==> config.mk <==
export PLATFORM = sky130hd
export DESIGN_NAME = da_dct_mac
export DESIGN_NICKNAME = d
export VERILOG_FILES = /design/src/rtl/da_dct_pkg.sv /design/src/rtl/da_lut.sv /design/src/rtl/da_dct_mac.sv
export SDC_FILE = /design/constraint.sdc
export NUM_CORES = 1
export LEC_CHECK = 0
export ABC_AREA = 1
export BUFFER_PORTS_ARGS = -buffer_cell sky130_fd_sc_hd__buf_4
export CAP_MARGIN = 20
export CORE_MARGIN = 2
export CORE_UTILIZATION = 60
export CTS_BUF_LIST = sky130_fd_sc_hd__clkbuf_2
export DETAILED_ROUTE_END_ITERATION = 10
export PLACE_DENSITY = 0.91
export SKIP_LAST_GASP = 1
export SLEW_MARGIN = 20
export SYNTH_ARGS = -nofsm -noshare
export SYNTH_HDL_FRONTEND = slang
export SYNTH_HIERARCHICAL = 1
export SYNTH_SLANG_ARGS = --single-unit
==> constraint.sdc <==
create_clock -name clk -period 13.06 [get_ports clk]
set_input_delay 0 -clock clk [delete_from_list [all_inputs] [get_ports clk]]
set_output_delay 0 -clock clk [all_outputs]
set_load 0.005 [all_outputs]
==> src/rtl/da_dct_pkg.sv <==
// Shared types, DCT constants and the partial-sum helper for the DA DCT engine.
package da_dct_pkg;

    typedef enum logic [1:0] {IDLE, SHIFT, DONE} da_state_e;

    // cos(k*pi/16) in Q1.14
    localparam logic signed [15:0] C1 = 16'sh3EC5;
    localparam logic signed [15:0] C2 = 16'sh3B21;
    localparam logic signed [15:0] C3 = 16'sh3537;
    localparam logic signed [15:0] C4 = 16'sh2D41;
    localparam logic signed [15:0] C5 = 16'sh238E;
    localparam logic signed [15:0] C6 = 16'sh187E;
    localparam logic signed [15:0] C7 = 16'sh0C7C;

    localparam int unsigned MAX_TAPS = 6;

    typedef logic signed [31:0] coef_t;
    typedef coef_t coef_arr_t [MAX_TAPS];

    // Sum of the coefficients selected by the set bits of addr.
    function automatic logic signed [63:0] lut_entry(input int unsigned addr,
                                                      input coef_arr_t coef);
        logic signed [63:0] sum;
        sum = '0;
        for (int k = 0; k < MAX_TAPS; k++) begin
            if (addr[k]) sum = sum + 64'(coef[k]);
        end
        return sum;
    endfunction

endpackage

==> src/rtl/da_lut.sv <==
// Combinational 2^N_TAPS-entry partial-sum table, built at elaboration from COEF.
module da_lut
    import da_dct_pkg::*;
#(
    parameter int unsigned N_TAPS = 4,
    parameter int unsigned COEF_W = 16,
    parameter int unsigned ACC_W  = 32,
    parameter logic signed [COEF_W-1:0] COEF [N_TAPS] =
        '{16'sh2D41, 16'shD2BF, 16'shD2BF, 16'sh2D41}
) (
    input  logic [N_TAPS-1:0]       addr,
    output logic signed [ACC_W-1:0] value
);

    function automatic coef_arr_t pad_coef();
        coef_arr_t c;
        for (int k = 0; k < MAX_TAPS; k++) c[k] = '0;
        for (int k = 0; k < int'(N_TAPS); k++) c[k] = coef_t'(COEF[k]);
        return c;
    endfunction

    localparam coef_arr_t COEFS = pad_coef();

    logic signed [ACC_W-1:0] lut [2**N_TAPS];

    for (genvar a = 0; a < 2**N_TAPS; a++) begin : g_entry
        localparam logic signed [ACC_W-1:0] ENTRY = ACC_W'(lut_entry(a, COEFS));
        assign lut[a] = ENTRY;
    end

    assign value = lut[addr];

endmodule

==> src/rtl/da_dct_mac.sv <==
// Bit-serial distributed-arithmetic MAC for one DCT coefficient, LSB first.
// Optional DA_ROUND_EN: round-half-up instead of floor when scaling the result.
module da_dct_mac
    import da_dct_pkg::*;
#(
    parameter int unsigned N_TAPS = 4,
    parameter int unsigned IN_W   = 12,
    parameter int unsigned COEF_W = 16,
    parameter int unsigned FRAC   = 14,
    parameter int unsigned OUT_W  = 16,
    parameter logic signed [COEF_W-1:0] COEF [N_TAPS] =
        '{16'sh2D41, 16'shD2BF, 16'shD2BF, 16'sh2D41}
) (
    input  logic                     clk,
    input  logic                     rst,
    input  logic                     in_valid,
    output logic                     in_ready,
    input  logic [N_TAPS*IN_W-1:0]   in_data,
    output logic                     out_valid,
    input  logic                     out_ready,
    output logic [OUT_W-1:0]         out_data,
    output logic                     out_sat
);

    localparam int unsigned ACC_W = IN_W + COEF_W + N_TAPS;
    localparam int unsigned BW    = $clog2(IN_W);
    localparam logic [BW-1:0] LAST = BW'(IN_W - 1);
    localparam logic signed [ACC_W:0] OUT_MAX = (ACC_W+1)'((2**(OUT_W-1)) - 1);
    localparam logic signed [ACC_W:0] OUT_MIN = -OUT_MAX - 1;
`ifdef DA_ROUND_EN
    localparam logic signed [ACC_W:0] RND = (ACC_W+1)'(1 << (FRAC - 1));
`endif

    da_state_e               state_q, state_d;
    logic [IN_W-1:0]         sreg_q [N_TAPS];
    logic [IN_W-1:0]         sreg_d [N_TAPS];
    logic [BW-1:0]           bcnt_q, bcnt_d;
    logic signed [ACC_W-1:0] acc_q, acc_d, lut_val, term;
    logic [N_TAPS-1:0]       lut_addr;
    logic                    load_out;
    logic signed [ACC_W:0]   acc_ext, r;
    logic [OUT_W-1:0]        res, out_data_q;
    logic                    sat, out_sat_q;

    always_comb begin
        for (int k = 0; k < int'(N_TAPS); k++) lut_addr[k] = sreg_q[k][0];
    end

    da_lut #(
        .N_TAPS (N_TAPS),
        .COEF_W (COEF_W),
        .ACC_W  (ACC_W),
        .COEF   (COEF)
    ) u_lut (
        .addr  (lut_addr),
        .value (lut_val)
    );

    assign term = lut_val <<< bcnt_q;

    always_comb begin
        state_d  = state_q;
        acc_d    = acc_q;
        sreg_d   = sreg_q;
        bcnt_d   = bcnt_q;
        load_out = 1'b0;
        case (state_q)
            IDLE: begin
                if (in_valid) begin
                    for (int k = 0; k < int'(N_TAPS); k++) sreg_d[k] = in_data[k*IN_W +: IN_W];
                    acc_d   = '0;
                    bcnt_d  = '0;
                    state_d = SHIFT;
                end
            end
            SHIFT: begin
                for (int k = 0; k < int'(N_TAPS); k++) sreg_d[k] = sreg_q[k] >> 1;
                // The sign bit carries negative weight in two's complement.
                if (bcnt_q == LAST) begin
                    acc_d    = acc_q - term;
                    load_out = 1'b1;
                    state_d  = DONE;
                end else begin
                    acc_d  = acc_q + term;
                    bcnt_d = bcnt_q + BW'(1);
                end
            end
            DONE: begin
                if (out_ready) state_d = IDLE;
            end
            default: state_d = IDLE;
        endcase
    end

    always_comb begin
`ifdef DA_ROUND_EN
        acc_ext = (ACC_W+1)'(acc_d) + RND;
`else
        acc_ext = (ACC_W+1)'(acc_d);
`endif
        r   = acc_ext >>> FRAC;
        sat = 1'b0;
        res = r[OUT_W-1:0];
        if (r > OUT_MAX) begin
            res = OUT_MAX[OUT_W-1:0];
            sat = 1'b1;
        end else if (r < OUT_MIN) begin
            res = OUT_MIN[OUT_W-1:0];
            sat = 1'b1;
        end
    end

    always_ff @(posedge clk or posedge rst) begin
        if (rst) begin
            state_q    <= IDLE;
            acc_q      <= '0;
            bcnt_q     <= '0;
            out_data_q <= '0;
            out_sat_q  <= 1'b0;
            for (int k = 0; k < int'(N_TAPS); k++) sreg_q[k] <= '0;
        end else begin
            state_q <= state_d;
            acc_q   <= acc_d;
            bcnt_q  <= bcnt_d;
            sreg_q  <= sreg_d;
            if (load_out) begin
                out_data_q <= res;
                out_sat_q  <= sat;
            end
        end
    end

    assign in_ready  = (state_q == IDLE);
    assign out_valid = (state_q == DONE);
    assign out_data  = out_data_q;
    assign out_sat   = out_sat_q;

endmodule

==> report_table.html <==
<table>
<tr><th>Metric</th><th>Value</th></tr>
<tr><th colspan="2">Placement</th></tr>
<tr><td>Area after detailed placement</td><td>0.009042 mm2</td></tr>
<tr><td>Number of port buffers</td><td>70</td></tr>
<tr><td>Final weighted congestion of routability-driven global placement</td><td>0.9773</td></tr>
<tr><td>Number of placed instances with taps included</td><td>1488</td></tr>
<tr><td>DPL Wire Length</td><td>15880 um</td></tr>
<tr><th colspan="2">Worst setup path</th></tr>
<tr><td>Depth of the most critical reg-to-reg path</td><td>20</td></tr>
<tr><td>Highest net fanout along the worst path</td><td>34</td></tr>
<tr><td>CP cell instances</td><td>ha_1 -&gt; nand3_1 -&gt; inv_1 -&gt; nor2_1 -&gt; o21ai_0 -&gt; ha_1 -&gt; nand3_1 -&gt; nand2_1 -&gt; inv_1 -&gt; o21bai_1 -&gt; nand2_1 -&gt; nand2_1 -&gt; a21boi_0 -&gt; o21ai_0 -&gt; nand2_1 -&gt; nand2_1 -&gt; xnor2_1 -&gt; o21ai_0 -&gt; nand2_1 -&gt; a21oi_2</td></tr>
<tr><td>RR Startpoint</td><td>bcnt_q[0]$_DFFE_PP0P_</td></tr>
<tr><td>Startpoint class of the critical path</td><td>flop</td></tr>
<tr><td>Biggest cell delay along the critical path</td><td>1110 ps</td></tr>
<tr><td>Most numerous cell on the critical path</td><td>nand2_1</td></tr>
<tr><td>FF-to-FF setup slack</td><td>7380 ps</td></tr>
<tr><td>Critical Path RT</td><td>13660 ps</td></tr>
<tr><td>Type of destination of the critical path</td><td>flop</td></tr>
<tr><td>CP Data Arrival Time</td><td>6290 ps</td></tr>
<tr><td>Max stage delay cell, worst path</td><td>dfrtp_1</td></tr>
<tr><td>Capture point of the worst reg-to-reg path</td><td>out_data[10]$_DFFE_PP0P_</td></tr>
<tr><td>CP Launch Point</td><td>bcnt_q[0]$_DFFE_PP0P_</td></tr>
<tr><td>Type of the setup path with the least slack</td><td>reg -&gt; reg</td></tr>
<tr><th colspan="2">Drt</th></tr>
<tr><td>Number of remaining DRC errors</td><td>0</td></tr>
<tr><td>Post-detailed-route wirelength per cell</td><td>15.66 um</td></tr>
<tr><td>Final Routed Wirelength</td><td>24440 um</td></tr>
<tr><td>Antenna-violating nets left</td><td>0</td></tr>
<tr><td>Initial DRC count</td><td>851</td></tr>
<tr><td>Vias</td><td>9287</td></tr>
<tr><td>Via count normalized by instance count</td><td>5.949</td></tr>
<tr><td>1st-pass router iterations</td><td>9</td></tr>
<tr><th colspan="2">Clocking</th></tr>
<tr><td>Number of buffers created by CTS</td><td>9</td></tr>
<tr><td>Clock Latency Late Sink</td><td>640 ps</td></tr>
<tr><td>CTS clk-pin slew, worst paths</td><td>310 ps</td></tr>
<tr><td>Number of sinks on the clock net</td><td>103</td></tr>
<tr><td>CTS Root Buffer Type</td><td>clkbuf_2</td></tr>
<tr><td>Clock tree from TritonCTS</td><td>done</td></tr>
<tr><td>H-tree depth reported by CTS</td><td>3</td></tr>
<tr><td>Maximum root-to-sink buffer count</td><td>2</td></tr>
<tr><th colspan="2">Final layout</th></tr>
<tr><td>Non-filler instance count after layout</td><td>1561</td></tr>
<tr><td>Fillcell total</td><td>1096</td></tr>
<tr><td>Most common cell after layout, fill and taps aside</td><td>nand2_1</td></tr>
<tr><td>Signed area change from the synthesized netlist to the final layout</td><td>11.96%</td></tr>
<tr><td>Share of layout cells above drive strength 1</td><td>11.45%</td></tr>
<tr><td>Final net count</td><td>1465</td></tr>
<tr><td>Commonest non-fill, non-tap cells in the layout</td><td>nand2_1, nand3_1, nor2_1, dfrtp_1, o21ai_0</td></tr>
<tr><td>Sequential Area</td><td>0.002577 mm2</td></tr>
<tr><td>Post-route cell area</td><td>0.009731 mm2</td></tr>
<tr><td>Multi-input logic area</td><td>0.005314 mm2</td></tr>
<tr><th colspan="2">Floorplanning</th></tr>
<tr><td>Initial Utilization</td><td>62.13%</td></tr>
<tr><td>Number of rows in the core area</td><td>43</td></tr>
<tr><td>I/O pin total</td><td>71</td></tr>
<tr><td>Die height</td><td>124.4 um</td></tr>
<tr><td>Width of the die</td><td>124.4 um</td></tr>
<tr><td>Die Outline Area</td><td>0.01546 mm2</td></tr>
<tr><td>Core region area</td><td>0.01399 mm2</td></tr>
<tr><th colspan="2">Global route</th></tr>
<tr><td>Antenna violations before repair</td><td>1</td></tr>
<tr><td>Number of global-route vias before repair</td><td>8806</td></tr>
<tr><td>Global-route wire length before repair</td><td>41120 um</td></tr>
<tr><td>Maximum number of pins on one net before global-route repair</td><td>68</td></tr>
<tr><td>GRT Util Overall</td><td>31.56%</td></tr>
<tr><td>Final global-route overflow total</td><td>0</td></tr>
<tr><th colspan="2">Yosys</th></tr>
<tr><td>Flip-flop cell with the highest count after synthesis</td><td>dfrtp_1</td></tr>
<tr><td>Seq cells post-synth</td><td>103</td></tr>
<tr><td>Synthesized Nets</td><td>1402</td></tr>
<tr><td>Number of warnings printed during yosys synthesis</td><td>6</td></tr>
<tr><td>Cell area after synthesis</td><td>0.008691 mm2</td></tr>
<tr><td>Average size of a mapped cell</td><td>6.624 um2</td></tr>
<tr><td>Sequential fraction of the synthesis area</td><td>29.66%</td></tr>
<tr><td>Gate count of the mapped netlist</td><td>1312</td></tr>
<tr><td>Number of unique standard cell types used by synthesis</td><td>47</td></tr>
<tr><td>Post-synth EDFFs</td><td>0</td></tr>
<tr><td>Proportion of register bits with asynchronous set or reset after synthesis</td><td>100.0%</td></tr>
<tr><th colspan="2">STA</th></tr>
<tr><td>Sum Neg Setup Slack</td><td>0 ps</td></tr>
<tr><td>Slew at the pin closest to its max-slew limit</td><td>1059 ps</td></tr>
<tr><td>Fmax</td><td>175.9 MHz</td></tr>
<tr><td>Final Skew</td><td>51.41 ps</td></tr>
<tr><td>Slew HR</td><td>29.39%</td></tr>
<tr><td>Number of hold violations in the final report</td><td>0</td></tr>
<tr><td>Slew Limit Fails</td><td>0</td></tr>
<tr><td>Final setup violating endpoints</td><td>0</td></tr>
<tr><td>Shortest clock period the worst path allows after layout</td><td>5684 ps</td></tr>
<tr><td>Portion of the clock cycle consumed by the worst path in the final layout</td><td>43.52%</td></tr>
<tr><td>RSZ-0062 raised after global routing</td><td>false</td></tr>
<tr><th colspan="2">Run</th></tr>
<tr><td>Max Cap Viol</td><td>0</td></tr>
<tr><th colspan="2">Hold path</th></tr>
<tr><td>Min-Delay Endpoint</td><td>state_q[1]$_DFFE_PP0P_</td></tr>
<tr><td>Hold Path Stages</td><td>3</td></tr>
<tr><td>Hold/Removal Path Class</td><td>in -&gt; reg</td></tr>
<tr><td>Startpoint of the lowest-slack hold path</td><td>out_ready</td></tr>
<tr><th colspan="2">Run status</th></tr>
<tr><td>Result of the run</td><td>complete, no violations</td></tr>
</table>
cell families after synthesis:
family | Yosys count | share of synthesized area [%]
and+or+nand+nor | 712 | 35.43
AOI/OAI and AO/OA | 256 | 16.41
buffers and inverters | 167 | 9.315
DFF | 103 | 29.66
adders and majority gates | 38 | 5.557
xor gates and xnor gates | 36 | 3.628
worst max path at each step:
| stage | endpoint | slack [ps] | cells after the start |
|---|---|---|---|
| 6_report | out_data[10]$_DFFE_PP0P_ | 7380 | 20 |
| 3_5_place_dp | out_data[3]$_DFFE_PP0P_ | 6940 | 28 |
| 3_3_place_gp | out_data[0]$_DFFE_PP0P_ | 7180 | 28 |
| 4_1_cts | out_data[3]$_DFFE_PP0P_ | 6830 | 28 |
| 5_1_grt | out_data[3]$_DFFE_PP0P_ | 6770 | 30 |
| 2_1_floorplan | out_data[1]$_DFFE_PP0P_ | 8400 | 39 |
stage by stage:
| stage | hold WS [ps] | setup slack (ps) | util (%) |
|---|---|---|---|
| after detailed placement | 53.47 | 6935 | 64.64 |
| after global placement | 44.69 | 7177 | 64.64 |
| after CTS | 68.35 | 6829 | 69.54 |
| final | 130.9 | 7376 | 69.56 |
| after global routing | 123.1 | 6775 | 69.56 |
| after floorplan | 86.27 | 8405 | - |
layout make-up:
| class | count | area share (%) |
|---|---|---|
| clock buffer | 9 | 0.4629 |
| timing repair buffer | 137 | 12.01 |
| tap | 180 | 2.315 |
| sequential | 103 | 26.49 |
| clock inverter | 7 | 0.8229 |
| antenna | 1 | 0.02572 |
| multi-input combinational | 1042 | 54.61 |
| inverter | 82 | 3.266 |
registers in the layout (all words and copies together), names as in the netlist:
name,cells
state_q,2
lut_addr,4
acc_q,32
out_sat,1
bcnt_q,4
out_data,16
sreg_q,44
synthesized netlist by cell type (all sizes together), types with 3 or more instances:
master    n  area [um2]
a21oi   109       586.8
nand4     8       50.05
dfrtp   103        2577
a31oi     4       25.02
o21bai    5       37.54
nor3      8       40.04
xnor2     8       70.07
buf      57       389.1
nor2    131       509.2
nand3   170       905.9
nor4      3       18.77
inv      80       307.8
a22o      3       26.28
o22ai     3       18.77
a21o      9       67.56
o21ai   110       558.0
clkbuf   28       105.1
xor2     28       245.2
nand2   389        1535
o21a      3       22.52
ha       37       462.9
worst max-delay path, delay by kind of cell (launching register included):
family                   cells  cell delay [ps]
XOR/XNOR                     1              130
AND/OR/NAND/NOR              9             1480
buffers and inverters        2              700
flip-flops                   1             1110
adder cells (fa/ha/maj)      2              650
AO/OA/AOI/OAI                6             1550
per-layer routing:
layer  part of all wire [%]  global-route usage [%]  vias to the layer above
met5                      0                       0                        -
met4                    4.6                   14.81                        0
met3                    7.6                   5.627                      101
met2                     49                   53.71                      490
met1                     39                   38.85                     4234
li1                       -                       -                     4462
timing repair:
item                                   CTS  global route
resized for setup                        0             0
endpoints found under the hold margin   87             0
buffers inserted                         0             0
hold buffers                            56             0
Power is not shown: default switching activity piles up to over one toggle a cycle in this logic, so the estimate is an artifact.
